### src/rtl/id_ex_stage.sv
// ----------------------------------------------------------------------------
// id_ex_stage
//   ID/EX pipeline register of an in-order integer pipeline. Reads the source
//   operands (with a write-through bypass from the writeback port), detects
//   load-use hazards, and either captures the ID instruction into EX or loads
//   a bubble. It also keeps two saturating performance counters.
//
// Ports
//   clk, rst                    clock, asynchronous active-high reset
//   id_*                        decoded instruction currently in ID
//   ru_rs1, ru_rs2              combinational register-file read data
//   wb_we, wb_rd, wb_data       writeback port (same as register-file write)
//   flush                       taken branch/jump: kill the ID instruction
//   stall                       load-use hazard: PC and IF/ID must hold
//   ex_*                        registered EX-stage fields
//   stall_cnt, flush_cnt        saturating performance counters
// ----------------------------------------------------------------------------
module id_ex_stage #(
    parameter int CTRL_W = 16,
    parameter int CNT_W  = 16
) (
    input  logic              clk,
    input  logic              rst,
    input  logic              id_valid,
    input  logic [31:0]       id_pc,
    input  logic [4:0]        id_rs1,
    input  logic [4:0]        id_rs2,
    input  logic [4:0]        id_rd,
    input  logic              id_uses_rs1,
    input  logic              id_uses_rs2,
    input  logic [31:0]       id_imm,
    input  logic [CTRL_W-1:0] id_ctrl,
    input  logic              id_is_load,
    input  logic [31:0]       ru_rs1,
    input  logic [31:0]       ru_rs2,
    input  logic              wb_we,
    input  logic [4:0]        wb_rd,
    input  logic [31:0]       wb_data,
    input  logic              flush,
    output logic              stall,
    output logic              ex_valid,
    output logic [31:0]       ex_pc,
    output logic [31:0]       ex_rs1_val,
    output logic [31:0]       ex_rs2_val,
    output logic [31:0]       ex_imm,
    output logic [4:0]        ex_rs1,
    output logic [4:0]        ex_rs2,
    output logic [4:0]        ex_rd,
    output logic [CTRL_W-1:0] ex_ctrl,
    output logic              ex_is_load,
    output logic [CNT_W-1:0]  stall_cnt,
    output logic [CNT_W-1:0]  flush_cnt
);

    // x0 reads as zero; a same-cycle writeback to the source wins over the
    // register file so the value written this cycle is not missed.
    function automatic logic [31:0] src_value(input logic [4:0]  idx,
                                              input logic [31:0] ru,
                                              input logic        we,
                                              input logic [4:0]  rd,
                                              input logic [31:0] data);
        if (idx == 5'd0)
            return 32'h0;
        else if (we && (rd == idx))
            return data;
        else
            return ru;
    endfunction

    function automatic logic [CNT_W-1:0] sat_inc(input logic [CNT_W-1:0] v);
        return (&v) ? v : v + 1'b1;
    endfunction

    logic              ex_valid_q,   ex_valid_d;
    logic [31:0]       ex_pc_q,      ex_pc_d;
    logic [31:0]       ex_rs1_val_q, ex_rs1_val_d;
    logic [31:0]       ex_rs2_val_q, ex_rs2_val_d;
    logic [31:0]       ex_imm_q,     ex_imm_d;
    logic [4:0]        ex_rs1_q,     ex_rs1_d;
    logic [4:0]        ex_rs2_q,     ex_rs2_d;
    logic [4:0]        ex_rd_q,      ex_rd_d;
    logic [CTRL_W-1:0] ex_ctrl_q,    ex_ctrl_d;
    logic              ex_is_load_q, ex_is_load_d;
    logic [CNT_W-1:0]  stall_cnt_q,  stall_cnt_d;
    logic [CNT_W-1:0]  flush_cnt_q,  flush_cnt_d;

    // Load-use hazard: the load in EX has not produced its data yet. The
    // bubble it causes clears ex_is_load, so the stall lasts one cycle.
    assign stall = id_valid && ex_valid_q && ex_is_load_q && (ex_rd_q != 5'd0) &&
                   ((id_uses_rs1 && (id_rs1 == ex_rd_q)) ||
                    (id_uses_rs2 && (id_rs2 == ex_rd_q)));

    always_comb begin
        ex_valid_d   = ex_valid_q;
        ex_pc_d      = ex_pc_q;
        ex_rs1_val_d = ex_rs1_val_q;
        ex_rs2_val_d = ex_rs2_val_q;
        ex_imm_d     = ex_imm_q;
        ex_rs1_d     = ex_rs1_q;
        ex_rs2_d     = ex_rs2_q;
        ex_rd_d      = ex_rd_q;
        ex_ctrl_d    = ex_ctrl_q;
        ex_is_load_d = ex_is_load_q;

        if (flush || stall) begin
            // Bubble: only the control-relevant fields are cleared; the data
            // fields keep their old values since consumers ignore them.
            ex_valid_d   = 1'b0;
            ex_ctrl_d    = '0;
            ex_is_load_d = 1'b0;
            ex_rd_d      = 5'd0;
            ex_rs1_d     = 5'd0;
            ex_rs2_d     = 5'd0;
        end else begin
            ex_valid_d   = id_valid;
            ex_pc_d      = id_pc;
            ex_imm_d     = id_imm;
            ex_rs1_d     = id_rs1;
            ex_rs2_d     = id_rs2;
            ex_rs1_val_d = src_value(id_rs1, ru_rs1, wb_we, wb_rd, wb_data);
            ex_rs2_val_d = src_value(id_rs2, ru_rs2, wb_we, wb_rd, wb_data);
            // An empty ID slot must not look like a writer or a load in EX.
            ex_ctrl_d    = id_valid ? id_ctrl    : '0;
            ex_is_load_d = id_valid ? id_is_load : 1'b0;
            ex_rd_d      = id_valid ? id_rd      : 5'd0;
        end

        stall_cnt_d = (stall && !flush)    ? sat_inc(stall_cnt_q) : stall_cnt_q;
        flush_cnt_d = (flush && id_valid)  ? sat_inc(flush_cnt_q) : flush_cnt_q;
    end

    always_ff @(posedge clk or posedge rst) begin
        if (rst) begin
            ex_valid_q   <= 1'b0;
            ex_pc_q      <= 32'h0;
            ex_rs1_val_q <= 32'h0;
            ex_rs2_val_q <= 32'h0;
            ex_imm_q     <= 32'h0;
            ex_rs1_q     <= 5'd0;
            ex_rs2_q     <= 5'd0;
            ex_rd_q      <= 5'd0;
            ex_ctrl_q    <= '0;
            ex_is_load_q <= 1'b0;
            stall_cnt_q  <= '0;
            flush_cnt_q  <= '0;
        end else begin
            ex_valid_q   <= ex_valid_d;
            ex_pc_q      <= ex_pc_d;
            ex_rs1_val_q <= ex_rs1_val_d;
            ex_rs2_val_q <= ex_rs2_val_d;
            ex_imm_q     <= ex_imm_d;
            ex_rs1_q     <= ex_rs1_d;
            ex_rs2_q     <= ex_rs2_d;
            ex_rd_q      <= ex_rd_d;
            ex_ctrl_q    <= ex_ctrl_d;
            ex_is_load_q <= ex_is_load_d;
            stall_cnt_q  <= stall_cnt_d;
            flush_cnt_q  <= flush_cnt_d;
        end
    end

    assign ex_valid   = ex_valid_q;
    assign ex_pc      = ex_pc_q;
    assign ex_rs1_val = ex_rs1_val_q;
    assign ex_rs2_val = ex_rs2_val_q;
    assign ex_imm     = ex_imm_q;
    assign ex_rs1     = ex_rs1_q;
    assign ex_rs2     = ex_rs2_q;
    assign ex_rd      = ex_rd_q;
    assign ex_ctrl    = ex_ctrl_q;
    assign ex_is_load = ex_is_load_q;
    assign stall_cnt  = stall_cnt_q;
    assign flush_cnt  = flush_cnt_q;

endmodule
### config.mk
export PLATFORM = sky130hd
export DESIGN_NAME = id_ex_stage
export DESIGN_NICKNAME = d
export VERILOG_FILES = /design/src/rtl/id_ex_stage.sv
export SDC_FILE = /design/constraint.sdc
export NUM_CORES = 1
export LEC_CHECK = 0
export CAP_MARGIN = 20
export CORE_AREA = 2 2 170 172
export CTS_CLUSTER_SIZE = 40
export DETAILED_ROUTE_END_ITERATION = 7
export DIE_AREA = 0 0 172 174
export PLACE_DENSITY = 0.69
export SLEW_MARGIN = 10
export SYNTH_ARGS = -nofsm -noshare
export SYNTH_HDL_FRONTEND = slang
export SYNTH_SLANG_ARGS = --single-unit
### constraint.sdc
create_clock -name clk -period 6.65 [get_ports clk]
set_input_delay 1.33 -clock clk [delete_from_list [all_inputs] [get_ports clk]]
set_output_delay 1.33 -clock clk [all_outputs]
set_load 0.1 [all_outputs]
==> flow_metrics.py, run 1 <==
metrics = {
    "power_and_ir_drop": {
        "ir_worst_vdd_mv": 0.222,
        "p_leak_uw": 0.00534,
        "powerDensity_mw_per_mm2": 278,
        "total_power_uw": 3680,
    },
    "floorplanning": {
        "die_x_um": 172,
        "die_y_um": 174,
        "io-pin-count": 398,
        "coreArea_sq_mm": 0.0282,
        "die_area_sq_mm": 0.0299,
        "initial_core_util_pct": 29.4,
        "core.rowCount": 62,
    },
    "worst_hold_path": {
        "min_path_cells": 2,
        "hold_path_startpoint": "ex_rs2_val[19]$_DFFE_PP0N_",
        "hold_path_class": "reg2reg",
        "hold_end": "ex_rs2_val[19]$_DFFE_PP0N_",
    },
    "synth": {
        "synth_edf_count": 0,
        "synth_cell_type_count": 37,
        "netlist.area_leader.share_pct": 58.2,
        "synth.avg_cell_area_sq_um": 12.4,
        "yosysMostFrequentCell": "dfrtp_1",
        "ys_ff_latch": 193,
        "synth_area_sq_mm": 0.00831,
        "seq_area_frac_synth_pct": 58.2,
        "synthFlopType": "dfrtp_1",
        "syn_nets": 877,
        "async_flop_share_pct": 100,
        "synthCells": 671,
        "synth_warnings": 0,
        "synthTopCellsByArea": "dfrtp_1 (58%), mux2_2 (8.9%), mux2i_1 (7.7%)",
        "synth_area_leader_cell": "dfrtp_1",
        "synthTopCellsByCount": "dfrtp_1 (193), nand2_1 (82), mux2_2 (66), mux2i_1 (64), o31ai_1 (64)",
    },
    "sta": {
        "finalMaxSlewViolations": 0,
        "min_period_ns": 4.81,
        "max_freq_mhz": 208,
        "tightest_slew_ns": 1.05,
        "max_slew_margin_pct": 29.6,
        "tns_ns": 0,
        "rsz0062_at_grt": "no",
        "skew_ns": 0.00787,
        "hold_viol_final": 0,
        "fin_crit_sh_pct": 72.3,
        "setup-violations-final": 0,
    },
    "routing": {
        "vias_per_cell": 4.65,
        "ant_nets": 0,
        "drt_pass1_iterations": 4,
        "drc_errors": 0,
        "initialDrtViolationCount": 399,
        "wire_per_inst_um": 18.1,
        "num_vias": 6748,
        "routed_wl_um": 26200,
    },
    "worst_setup_path": {
        "crit_type": "in2out",
        "path_cells": "clkdlybuf4s50_1 -> xnor2_1 -> nand4_1 -> o22ai_2 -> nand2_1 -> inv_1 -> buf_4",
        "critPathRequiredTime_ns": 5.32,
        "critPathMaxFanout": 20,
        "worst_setup_path_start_kind": "input pin",
        "slowest_delay_ns": 0.61,
        "reg2reg_depth": 6,
        "ff2ff_setup_slack_ns": 3.99,
        "timing.rr.start": "ex_rd[3]$_DFF_PP0_",
        "worstSetupEndpointType": "output pin",
        "cp_slowest_cell": "clkdlybuf4s50_1",
        "arrival_ns": 3.48,
        "r2r-end": "stall_cnt[14]$_DFFE_PP0P_",
    },
    "grt": {
        "grt_pass1_wl_um": 39200,
        "gr-total-overflow": 0,
        "grt_pass1_vias": 6950,
        "grt_start_max_net_pins": 124,
        "antenna_found_initial": 0,
        "grt_usage_pct": 17.1,
    },
    "clocking": {
        "cts_tree": "yes",
        "postCtsSetupRepairBufs": 0,
        "cts.path.max_buffers": 2,
        "clock_latency_ns": 0.42,
        "post_cts_resize_count": 0,
        "clockRootBuffer": "clkbuf_16",
        "clock_sinks": 193,
        "postCtsHoldBufs": 0,
        "htree_levels": 4,
        "cts_buffers": 17,
        "clkTransAtPathRegs_ns": 0.07,
    },
    "finish": {
        "area_delta_synth_final_pct": 59.4,
        "fin_util_pct": 46.9,
        "insertedDiodeCount": 0,
        "nets": 1260,
        "fin_area_sq_mm": 0.0132,
        "post_route_cells_drive_above_1_share_pct": 10.8,
    },
    "placement": {
        "io_buffers": 397,
        "dp.final_hpwl_um": 19300,
        "place.gp.congestion": 0.860,
        "place_area_sq_mm": 0.0127,
    },
    "flow_run": {
        "cap_violations": 0,
    },
    "run_status": {
        "status": "finished clean",
    },
}
-- cell type report --
cell class,instances,area (sq um)
clock buffer,21,460
clock inverter,10,105
fill,2644,15000
inverter,5,26.3
multi-input combinational,433,3300
sequential,193,4830
tap,384,480
timing repair buffer,404,4040
-- registers in the layout, indices dropped and copies added, names as in the netlist, 16 cells and up --
register and count:
ex_ctrl 16, ex_imm 32, ex_pc 32, ex_rs1_val 32, ex_rs2_val 32, flush_cnt 16
stall_cnt 16
-- where the power goes --
part,switching [uW],internal [uW],total [uW],leakage (uW)
combinational,961,366,1330,0.00267
sequential,70.4,1280,1350,0.00240
clock,463,541,1000,0.000272
total,1490,2180,3680,0.00534
-- worst max-delay path by stage --
stage | from | to | slack [ns] | depth (start not counted)
after floorplan | rst | ex_ctrl[0]$_DFF_PP0_ | 0.06 | 1
after global placement | id_rs2[0] | stall | 1.89 | 7
after detailed placement | id_rs1[1] | stall | 1.90 | 7
after CTS | id_rs2[0] | stall | 1.89 | 7
after global routing | id_rs2[0] | stall | 1.68 | 7
final | id_rs2[0] | stall | 1.84 | 7
-- layout by cell type, fill, tap and decap left out, drive strengths merged, types with 8 or more instances in the layout --
| cell type | instances |
|---|---|
| nor3 | 8 |
| nand3 | 13 |
| xor2 | 22 |
| nand2 | 82 |
| nand4 | 12 |
| xnor2 | 26 |
| clkdlybuf4s50 | 396 |
| o31ai | 64 |
| buf | 8 |
| and2 | 22 |
| and3 | 13 |
| mux2 | 68 |
| clkbuf | 21 |
| mux2i | 64 |
| dfrtp | 193 |
| nor2 | 12 |
-- worst max-delay path, delay by kind of cell --
family                    cells  cell delay (ns)
AOI/OAI and AO/OA             1             0.30
buffers and inverters         3             1.11
and+or+nand+nor               2             0.59
xor gates and xnor gates      1             0.15
-- per-stage QoR --
| stage | hold slack [ns] | instances | setup WS [ns] |
|---|---|---|---|
| floorplan | 0.976 | 671 | 0.0645 |
| global placement | 0.460 | 1419 | 1.89 |
| detailed placement | 0.465 | 1419 | 1.90 |
| CTS | 0.481 | 1450 | 1.89 |
| global route | 0.497 | 1450 | 1.68 |
| finish | 0.477 | 1450 | 1.84 |
-- cell families (layout without fill, tap and decap cells) --
| kind of cell | count (synthesis) | count (layout) | share of synthesized area [%] |
|---|---|---|---|
| fa+ha+maj | 2 | 2 | 0.301 |
| simple gates | 181 | 181 | 10.8 |
| xor+xnor | 48 | 48 | 5.06 |
| compound gates | 70 | 70 | 6.39 |
| flops | 193 | 193 | 58.2 |
| buf+inv | 45 | 440 | 2.30 |
| mux | 132 | 132 | 17.0 |
-- metal layers --
metal  up-vias  GRT usage [%]  routed length, um
met5         -              0                  0
met3        29           6.28               2560
met4         0           5.15                482
li1       3142              -                  -
met2       295           28.7              12600
met1      3282           20.5              10600
No activity file was read; power rests on OpenSTA's default activity.
==> run 2, diff against run 1 <==
Settings changed: PLACE_DENSITY 0.69 to 0.66.
Clock period 6.65 ns to 4.99 ns, I/O delays scaled along.
==> flow_metrics.py, run 2 (same netlist as run 1, synthesis figures left out) <==
metrics = {
    "floorplanning": {
        "io-pin-count": 398,
        "die_y_um": 174,
        "initial_core_util_pct": 29.4,
        "die_x_um": 172,
        "die_area_sq_mm": 0.0299,
        "coreArea_sq_mm": 0.0282,
        "core.rowCount": 62,
    },
    "placement": {
        "placed_cells": 1421,
        "io_buffers": 397,
        "place.gp.congestion": 0.850,
        "dp.final_hpwl_um": 19100,
    },
    "worst_hold_path": {
        "hold_path_class": "reg2reg",
        "min_path_cells": 2,
    },
    "finish": {
        "area_delta_synth_final_pct": 59.4,
        "layout_commonest_cell": "clkdlybuf4s50_1",
        "post_route_cells_drive_above_1_share_pct": 10.9,
        "fin_cells": 1452,
        "fill_cells": 2631,
        "final_cell_mix": "clkdlybuf4s50_1 (396), dfrtp_1 (193), nand2_1 (82)",
        "multi_input_area_sq_mm": 0.00330,
        "nets": 1262,
        "fin_util_pct": 46.9,
        "regArea_sq_mm": 0.00483,
        "insertedDiodeCount": 0,
    },
    "worst_setup_path": {
        "arrival_ns": 2.66,
        "reg2reg_depth": 6,
        "worst_setup_path_start_kind": "input pin",
        "crit_type": "in2out",
        "worstSetupEndpointType": "output pin",
        "critPathRequiredTime_ns": 3.99,
        "critPathMaxFanout": 5,
    },
    "sta": {
        "min_period_ns": 3.66,
        "hold_viol_final": 0,
        "tightest_slew_ns": 1.04,
        "skew_ns": 0.0126,
        "max_freq_mhz": 273,
        "setup-violations-final": 0,
        "finalMaxSlewViolations": 0,
        "tns_ns": 0,
        "rsz0062_at_grt": "no",
        "fin_crit_sh_pct": 73.3,
        "max_slew_margin_pct": 30.4,
    },
    "clocking": {
        "cts.path.max_buffers": 2,
        "clockRootBuffer": "clkbuf_16",
        "clock_sinks": 193,
        "cts_tree": "yes",
        "clkTransAtPathRegs_ns": 0.07,
        "postCtsHoldBufs": 0,
        "postCtsSetupRepairBufs": 0,
        "cts_buffers": 17,
        "htree_levels": 4,
        "post_cts_resize_count": 0,
        "clock_latency_ns": 0.43,
    },
    "routing": {
        "num_vias": 6674,
        "drc_errors": 0,
        "wire_per_inst_um": 18.1,
        "drt_pass1_iterations": 4,
        "routed_wl_um": 26300,
        "initialDrtViolationCount": 400,
        "ant_nets": 0,
        "vias_per_cell": 4.60,
    },
    "run_status": {
        "status": "finished clean",
    },
    "grt": {
        "gr-total-overflow": 0,
        "grt_start_max_net_pins": 186,
        "grt_usage_pct": 17.3,
        "grt_pass1_vias": 6987,
        "grt_pass1_wl_um": 39800,
        "antenna_found_initial": 0,
    },
    "power_and_ir_drop": {
        "ir_worst_vdd_mv": 0.357,
        "p_leak_uw": 0.00533,
        "powerDensity_mw_per_mm2": 366,
    },
    "flow_run": {
        "cap_violations": 0,
    },
}
-- run 2: through the flow --
step                      power (uW)  setup WS, ns  instance area [sq um]  hold WS, ns
after floorplan                 3050          1.50                   8310        0.976
after global placement          3590          1.36                  12700        0.459
after detailed placement        3600          1.31                  12700        0.465
after CTS                       4910          1.35                  13200        0.482
after global routing            5040          1.24                  13200        0.496
final                           4840          1.33                  13200        0.476
-- run 2: cell type report --
type	count	area share (%)
clock inverters	10	0.605
clock buffers	21	3.40
flip-flops and latches	193	36.5
multi-input cells	433	24.9
well taps	384	3.63
repair buffers	406	30.8
inverters	5	0.170
-- run 2: final timing paths --
| check | to | from | slack [ns] |
|---|---|---|---|
| min reg2reg | ex_rs2_val[24]$_DFFE_PP0N_ | ex_rs2_val[24]$_DFFE_PP0N_ | 0.48 |
| max | stall | id_rs1[1] | 1.33 |
| min | ex_rs2_val[24]$_DFFE_PP0N_ | ex_rs2_val[24]$_DFFE_PP0N_ | 0.48 |
| max in group asynchronous | ex_rs2_val[24]$_DFFE_PP0N_ | rst | 2.89 |
| min in group asynchronous | ex_imm[29]$_DFFE_PP0N_ | rst | 0.85 |
| max reg2reg | ex_imm[11]$_DFFE_PP0N_ | ex_rd[1]$_DFF_PP0_ | 2.49 |
-- run 2: per-layer routing --
layer	vias to the layer above	GRT usage, %	routed length [um]
met3	36	6.12	2410
met4	0	6.02	614
met2	299	28.4	12500
met5	-	0	0
met1	3195	20.9	10700
li1	3144	-	-
-- run 2: critical path: stages --
cell and delay [ns]:
clkdlybuf4s50_1 0.57, xnor2_1 0.14, nand4_1 0.13, o22ai_2 0.32, nand2_1 0.11, inv_1 0.09
buf_4 0.29
-- run 2: power breakdown --
part | switching (uW) | internal, uW
combinational | 1280 | 490
clock | 627 | 656
sequential | 93.7 | 1700
==> run 3, diff against run 2 <==
Clock period 4.99 ns to 3.7 ns, I/O delays scaled along.
==> flow_metrics.py, run 3 (same netlist as run 1, synthesis figures left out) <==
metrics = {
    "run_status": {
        "status": "finished clean",
    },
    "placement": {
        "io_buffers": 397,
        "dp.final_hpwl_um": 19700,
        "place.gp.congestion": 0.894,
    },
    "finish": {
        "post_route_cells_drive_above_1_share_pct": 11.7,
        "final_cell_mix": "clkdlybuf4s50_1 (394), dfrtp_1 (193), nand2_1 (82)",
        "nets": 1269,
        "layout_commonest_cell": "clkdlybuf4s50_1",
        "fill_cells": 2669,
        "insertedDiodeCount": 0,
        "area_delta_synth_final_pct": 61.1,
        "regArea_sq_mm": 0.00483,
        "multi_input_area_sq_mm": 0.00330,
    },
    "worst_setup_path": {
        "crit_type": "in2out",
        "critPathRequiredTime_ns": 2.96,
        "critPathMaxFanout": 13,
        "worst_setup_path_start_kind": "input pin",
        "arrival_ns": 2.71,
        "worstSetupEndpointType": "output pin",
    },
    "sta": {
        "fin_crit_sh_pct": 93.1,
        "max_freq_mhz": 290,
        "skew_ns": 0.0111,
        "hold_viol_final": 0,
        "setup-violations-final": 0,
        "tightest_slew_ns": 1.04,
        "tns_ns": 0,
        "min_period_ns": 3.45,
        "max_slew_margin_pct": 30.2,
        "rsz0062_at_grt": "no",
        "finalMaxSlewViolations": 0,
    },
    "power_and_ir_drop": {
        "ir_worst_vdd_mv": 0.292,
        "p_leak_uw": 0.00541,
        "powerDensity_mw_per_mm2": 498,
        "total_power_uw": 6660,
    },
    "floorplanning": {
        "die_y_um": 174,
        "core.rowCount": 62,
        "coreArea_sq_mm": 0.0282,
        "die_area_sq_mm": 0.0299,
        "initial_core_util_pct": 29.4,
        "die_x_um": 172,
        "io-pin-count": 398,
    },
    "clocking": {
        "cts_buffers": 17,
        "cts_tree": "yes",
        "postCtsSetupRepairBufs": 0,
        "clock_latency_ns": 0.43,
        "postCtsHoldBufs": 0,
        "clock_sinks": 193,
        "clkTransAtPathRegs_ns": 0.07,
        "post_cts_resize_count": 0,
        "htree_levels": 4,
        "clockRootBuffer": "clkbuf_16",
        "cts.path.max_buffers": 2,
    },
    "grt": {
        "grt_start_max_net_pins": 85,
        "grt_pass1_wl_um": 39500,
        "antenna_found_initial": 0,
        "grt_usage_pct": 17.1,
        "gr-total-overflow": 0,
        "grt_pass1_vias": 6917,
    },
    "routing": {
        "initialDrtViolationCount": 336,
        "num_vias": 6672,
        "drc_errors": 0,
        "ant_nets": 0,
        "wire_per_inst_um": 17.9,
        "routed_wl_um": 26100,
        "drt_pass1_iterations": 5,
        "vias_per_cell": 4.58,
    },
    "flow_run": {
        "cap_violations": 0,
    },
    "worst_hold_path": {
        "hold_path_class": "reg2reg",
    },
}
## run 3: critical path, stage by stage
cell and delay, ns:
clkdlybuf4s50_1 0.56, xnor2_1 0.15, nand4_1 0.15, o22ai_2 0.34, nand2_1 0.35, inv_1 0.22
buf_12 0.19
## run 3: power by group
part           total (uW)  internal (uW)  switching, uW
Clock                1840            991            852
Sequential           2420           2290            126
Combinational        2400            665           1730
## run 3: final timing paths
path | slack, ns | to | start | cells after the start
setup / recovery | 0.25 | stall | id_rs1[1] | 7
hold / removal | 0.48 | ex_rs2_val[2]$_DFFE_PP0N_ | ex_rs2_val[2]$_DFFE_PP0N_ | 2
setup reg to reg | 1.10 | stall_cnt[1]$_DFFE_PP0P_ | ex_rd[1]$_DFF_PP0_ | 7
hold reg to reg | 0.48 | ex_rs2_val[2]$_DFFE_PP0N_ | ex_rs2_val[2]$_DFFE_PP0N_ | 2
max in group asynchronous | 2.28 | ex_rs1_val[23]$_DFFE_PP0N_ | rst | 3
min in group asynchronous | 0.65 | ex_pc[31]$_DFFE_PP0N_ | rst | 2
## run 3: layer usage
layer  vias up  global-route usage [%]  routed length [um]
met4         0                    4.94                 467
met5         -                       0                   0
met3        28                    5.69                2440
li1       3152                       -                   -
met2       278                    28.8               12600
met1      3214                    20.9               10600
## run 3: metrics by stage
stage                     std cells  hold WS, ns  setup WS [ns]  instance area, sq um  utilization [%]
after floorplan                 671        0.869          0.470                  8310                -
after detailed placement       1428        0.465          0.300                 12800             45.3
after CTS                      1458        0.481          0.279                 13400             47.4
after global placement         1428        0.460          0.379                 12800             45.3
final                          1458        0.476          0.255                 13400             47.4
after global routing           1458        0.501          0.124                 13400             47.4
## run 3: cell type report
class	count	area share, %
inverters	5	0.168
repair buffers	413	31.2
multi-input cells	433	24.7
flip-flops and latches	193	36.1
clock buffers	21	3.52
well taps	384	3.59
clock inverters	9	0.758
==> edit 1: new RTL, flow settings as in run 1 <==
Reset style: synchronous (`rst`), changed in one clocked block. Comments in the files are not updated.
--- a/src/rtl/id_ex_stage.sv
+++ b/src/rtl/id_ex_stage.sv
@@ -131,3 +131,3 @@
 
-    always_ff @(posedge clk or posedge rst) begin
+    always_ff @(posedge clk) begin
         if (rst) begin
Check against the original RTL: differs if rst is asserted again (counterexample within 4 cycles, from zero or initial values and one cycle with rst high); with rst held inactive, the same outputs for 4 cycles.
==> edit 1 against run 1 <==
Utilization shrank 1.1 points; synthesized area shrank 2.1%; worst setup slack gained 0.067 ns; largest cell class is now buffers; sequential cell count is the same; final area shrank 2.4%; register-to-register slack lost 0.35 ns; final cell count grew 11%; wire length grew 0.58%; power shrank 17%.
==> edit 1: results (changes against run 1) <==
----------------------------------------------------
[Synth]
  Cell variety after synth ... 42 (was 37)
  Net count after synthesis ... 1059 (was 877)
  Sequential-to-total area share from yosys stat ... 47.5% (was 58.2%)
  Multiplexer area fraction after synthesis ... 8.40% (was 17.0%)
  Fraction of the mapped netlist area in compound gates ... 14.6% (was 6.39%)
  Top cells by instance count after synthesis ... sky130_fd_sc_hd__dfxtp_1 (193), sky130_fd_sc_hd__nand2_1 (142), sky130_fd_sc_hd__a21oi_1 (76) (was sky130_fd_sc_hd__dfrtp_1 (193), sky130_fd_sc_hd__nand2_1 (82), sky130_fd_sc_hd__mux2_2 (66))
  Xor-xnor portion of the synthesized cell area ... 3.98% (was 5.06%)
  Gate count after technology mapping ... 853 (was 671)
  Biggest area contributors in the synthesized netlist ... sky130_fd_sc_hd__dfxtp_1 (48%), sky130_fd_sc_hd__mux2i_1 (8.1%), sky130_fd_sc_hd__nand2_1 (6.6%) (was sky130_fd_sc_hd__dfrtp_1 (58%), sky130_fd_sc_hd__mux2_2 (8.9%), sky130_fd_sc_hd__mux2i_1 (7.7%))
  Fraction of the mapped netlist area in adder cells ... 0.308% (was 0.301%)
  Top flip-flop cell by instance count after synthesis ... sky130_fd_sc_hd__dfxtp_1 (was sky130_fd_sc_hd__dfrtp_1)
  Proportion of register bits with asynchronous set or reset after synthesis ... 0% (was 100%)

[GRT]
  Pin count of the biggest net entering global routing ... 93 (was 124)
  Vias in the first global route ... 7325 (was 6950)
  Wire length of the first global-routing pass ... 39400 um (was 39200 um)
  Global router's overall resource usage ... 16.8% (was 17.1%)

[Final layout]
  ANT cells ... 0 (unchanged)
  Fraction of layout instances using a drive strength above 1 ... 7.11% (was 10.8%)
  Count of nets after finishing ... 1417 (was 1260)
  Filler cell count ... 2745 (was 2644)

[Route]
  Total wirelength of the detailed-routed design ... 26400 um (was 26200 um)
  Initial DRC Count ... 321 (was 399)
  Final routed wire length divided by cell count ... 16.4 um (was 18.1 um)
  Per-cell via count in the routed design ... 4.65 (about the same)

[Critical path]
  Reg-to-reg slack, setup ... 3.64 ns (was 3.99 ns)
  Launch point of the critical path ... id_rs1[2] (was id_rs2[0])
  Data arrival time at the worst-slack endpoint ... 3.41 ns (was 3.48 ns)
  Terminus of the critical flop-to-flop path ... ex_pc[29] (was stall_cnt[14])
  Depth of the most critical reg-to-reg path ... 7 (was 6)
  Peak fanout along the critical path ... 6 (was 20)
  Worst r2r src ... ex_rd[1] (was ex_rd[3])

[Power and ir drop]
  Max VDD drop ... 0.174 mV (was 0.222 mV)
  LEAKAGE ... 4.54 nW (was 5.34 nW)

[Clock tree]
  Clock Latency Late Sink ... 0.44 ns (was 0.42 ns)

[STA]
  Worst clock skew on the final layout ... 0.0107 ns (was 0.00787 ns)
  Final critical-path required period ... 4.74 ns (was 4.81 ns)
  Tightest slew margin relative to the limit ... 28.9% (was 29.6%)

[Status]
  Outcome ... finished, final reports clean (unchanged)

[Place]
  Final HPWL from detailed placement ... 18700 um (was 19300 um)
  Weighted congestion reported at the end of routability-driven placement ... 0.842 (was 0.860)

----------------------------------------------------
==> edit 1: cell families (layout without fill, tap and decap cells) <==
group | Yosys count | in the layout
AO/OA/AOI/OAI | 160 | 160
multiplexers | 68 | 68
AND/OR/NAND/NOR | 327 | 327
buffers and inverters | 66 | 437
adder cells (fa/ha/maj) | 2 | 2
XOR/XNOR | 37 | 37
flip-flops | 193 | 193
==> edit 1: cell type report <==
class                   instances  area, um2  share of cell area [%]
repair buffers                403       4030                    31.1
multi-input cells             594       3980                    30.8
flip-flops and latches        193       3860                    29.9
well taps                     384        480                    3.72
clock buffers                  17        425                    3.29
clock inverters                15        148                    1.14
inverters                       2       7.51                  0.0581
==> edit 1: layer usage <==
metal  up-vias  track usage (%)  part of all wire [%]
met1      3492             19.4                    41
li1       3691                -                     -
met4         0             4.97                   1.5
met5         -                0                     0
met2       268             28.7                    47
met3        22             6.31                   9.9
==> edit 1: critical path, stage by stage <==
cell,delay [ns]
sky130_fd_sc_hd__clkdlybuf4s50_1,0.57
sky130_fd_sc_hd__xnor2_1,0.15
sky130_fd_sc_hd__nand4_1,0.12
sky130_fd_sc_hd__o22ai_1,0.59
sky130_fd_sc_hd__and2_1,0.31
sky130_fd_sc_hd__buf_4,0.32
==> edit 1: how the worst min path moves through the flow <==
stage / slack, ns / from / end
2_1_floorplan: 0.88 / ex_imm[27] / ex_imm[27]
3_3_place_gp: 0.44 / ex_imm[1] / ex_imm[1]
3_5_place_dp: 0.45 / ex_imm[27] / ex_imm[27]
4_1_cts: 0.46 / ex_imm[29] / ex_imm[29]
5_1_grt: 0.47 / ex_imm[3] / ex_imm[3]
6_report: 0.45 / ex_pc[12] / ex_pc[12]
==> edit 1: report_power, final <==
group / total, mW / switching [mW] / internal [mW]
Combinational: 0.774 / 0.527 / 0.247
Clock: 1.04 / 0.506 / 0.530
Sequential: 1.23 / 0.0264 / 1.21
==> edit 1: through the flow <==
step / power, mW / setup slack [ns] / cell area (um2) / utilization (%)
floorplan: 1.77 / 2.29 / 8130 / -
global placement: 2.03 / 1.96 / 12400 / 43.8
detailed placement: 2.04 / 1.93 / 12400 / 43.8
CTS: 3.08 / 1.93 / 12900 / 45.8
global route: 3.16 / 1.77 / 12900 / 45.8
finish: 3.04 / 1.91 / 12900 / 45.8
==> edit 2: new RTL, settings of run 1 <==
Made on the original files. Set the parameter `CTRL_W` to 24 (it was 16).
--- a/src/rtl/id_ex_stage.sv
+++ b/src/rtl/id_ex_stage.sv
@@ -18,3 +18,3 @@
 module id_ex_stage #(
-    parameter int CTRL_W = 16,
+    parameter int CTRL_W = 24,
     parameter int CNT_W  = 16
Interface: changed (resized ex_ctrl and id_ctrl); port bits go from 398 to 414. The function was not compared with the original's and may differ.
==> edit 2 against run 1 <==
Final area increased by 5.1%; worst setup slack gained 0.021 ns; power grew 11%; worst hold slack lost 0.0034 ns; register-to-register slack got worse by 0.32 ns; sequential share of layout area is 0.32 points lower; global-route usage increased by 0.32 points; sequential cell count grew 8; count of clock-buffer cells in the layout increased by 11; utilization rose by 2.4 points; via count is 1.7% higher; wire length up 2.7%; synthesized area up 3.5%; clock skew up 0.0012 ns.
==> edit 2: results (changes against run 1) <==
----------------------------------------------------
[Power and ir drop]
  LEAKAGE ... 5.72 nW (was 5.34 nW)
  Max VDD drop ... 0.250 mV (was 0.222 mV)

[Synth]
  Cell variety after synth ... 38 (was 37)
  Biggest area contributors in the synthesized netlist ... sky130_fd_sc_hd__dfrtp_1 (58%), sky130_fd_sc_hd__mux2i_1 (7.4%), sky130_fd_sc_hd__mux2_1 (6.8%) (was sky130_fd_sc_hd__dfrtp_1 (58%), sky130_fd_sc_hd__mux2_2 (8.9%), sky130_fd_sc_hd__mux2i_1 (7.7%))
  Net count after synthesis ... 891 (was 877)
  Top cells by instance count after synthesis ... sky130_fd_sc_hd__dfrtp_1 (201), sky130_fd_sc_hd__nand2_1 (77), sky130_fd_sc_hd__mux2i_1 (64), sky130_fd_sc_hd__o31ai_1 (64), sky130_fd_sc_hd__mux2_1 (52) (was sky130_fd_sc_hd__dfrtp_1 (193), sky130_fd_sc_hd__nand2_1 (82), sky130_fd_sc_hd__mux2_2 (66))
  Sequential-to-total area share from yosys stat ... 58.5% (was 58.2%)

[Clock tree]
  Clock Latency Late Sink ... 0.51 ns (was 0.42 ns)
  Number of buffers on the longest clock path ... 3 (was 2)

[Route]
  Total wirelength of the detailed-routed design ... 26900 um (was 26200 um)
  Via count of the routed design ... 6863 (was 6748)

[Place]
  Final HPWL from detailed placement ... 19800 um (was 19300 um)
  Weighted congestion reported at the end of routability-driven placement ... 0.851 (was 0.860)
  DP Area ... 13100 um2 (was 12700 um2)

[STA]
  Tightest slew margin relative to the limit ... 26.0% (was 29.6%)
  Worst clock skew on the final layout ... 0.00909 ns (was 0.00787 ns)

[Critical path]
  Data arrival time at the worst-slack endpoint ... 3.46 ns (was 3.48 ns)
  Peak fanout along the critical path ... 6 (was 20)

[GRT]
  Pin count of the biggest net entering global routing ... 114 (was 124)
  Met1 layer usage reported by global route ... 20.5% (about the same)
  Global router's overall resource usage ... 17.5% (was 17.1%)
  Wire length of the first global-routing pass ... 40700 um (was 39200 um)
  Vias in the first global route ... 7228 (was 6950)

[Final layout]
  Count of nets after finishing ... 1296 (was 1260)
  Fraction of layout instances using a drive strength above 1 ... 7.10% (was 10.8%)

[Status]
  Outcome ... finished, final reports clean (unchanged)

----------------------------------------------------
-- edit 2: cell families (layout without fill, tap and decap cells) --
logic type	after synthesis	in the layout	synth area share (%)
DFF	201	201	58.5
muxes	132	132	16.4
buffers and inverters	48	469	2.95
adders and majority gates	2	2	0.291
xor gates and xnor gates	48	48	4.89
AOI/OAI and AO/OA	72	72	6.81
and+or+nand+nor	174	174	10.2
-- edit 2: layout make-up --
type,instances,share of cell area (%)
Sequential cell,201,36.2
Clock buffer,32,4.97
Tap cell,384,3.45
Timing Repair Buffer,424,30.6
Inverter,3,0.108
Clock inverter,10,0.783
Multi-Input combinational cell,428,23.9
-- edit 2: critical path: cells and delay by family --
kind	cells	cell delay (ns)
xor gates and xnor gates	1	0.21
AOI/OAI and AO/OA	1	0.34
buffers and inverters	2	0.86
and+or+nand+nor	2	0.71
-- edit 2: where the power goes --
group          switching (mW)  internal [mW]
logic                   0.984          0.368
registers              0.0709           1.33
clock network           0.509          0.805
-- edit 2: worst paths after layout --
path	slack, ns	endpoint	start	depth (start not counted)
max	1.86	stall	id_rs1[2]	6
min	0.47	ex_rs2_val[30]	ex_rs2_val[30]	2
max reg2reg	3.67	ex_pc[22]	ex_rd[3]	6
min reg2reg	0.47	ex_rs2_val[30]	ex_rs2_val[30]	2
max in group asynchronous	4.20	ex_rs2_val[21]	rst	3
min in group asynchronous	1.23	ex_pc[20]	rst	2
-- edit 2: routing by layer --
layer,wire length [um],vias to the layer above
met1,10500,3297
li1,-,3224
met3,2840,39
met5,0,-
met2,13000,303
met4,565,0
-- edit 2: through the flow --
step           setup slack [ns]  instances  power (mW)
3_3_place_gp               1.89       1438        2.77
3_5_place_dp               1.88       1439        2.78
2_1_floorplan              2.37        677        2.35
4_1_cts                    1.86       1481        4.12
5_1_grt                    1.79       1482        4.23
6_report                   1.86       1482        4.07
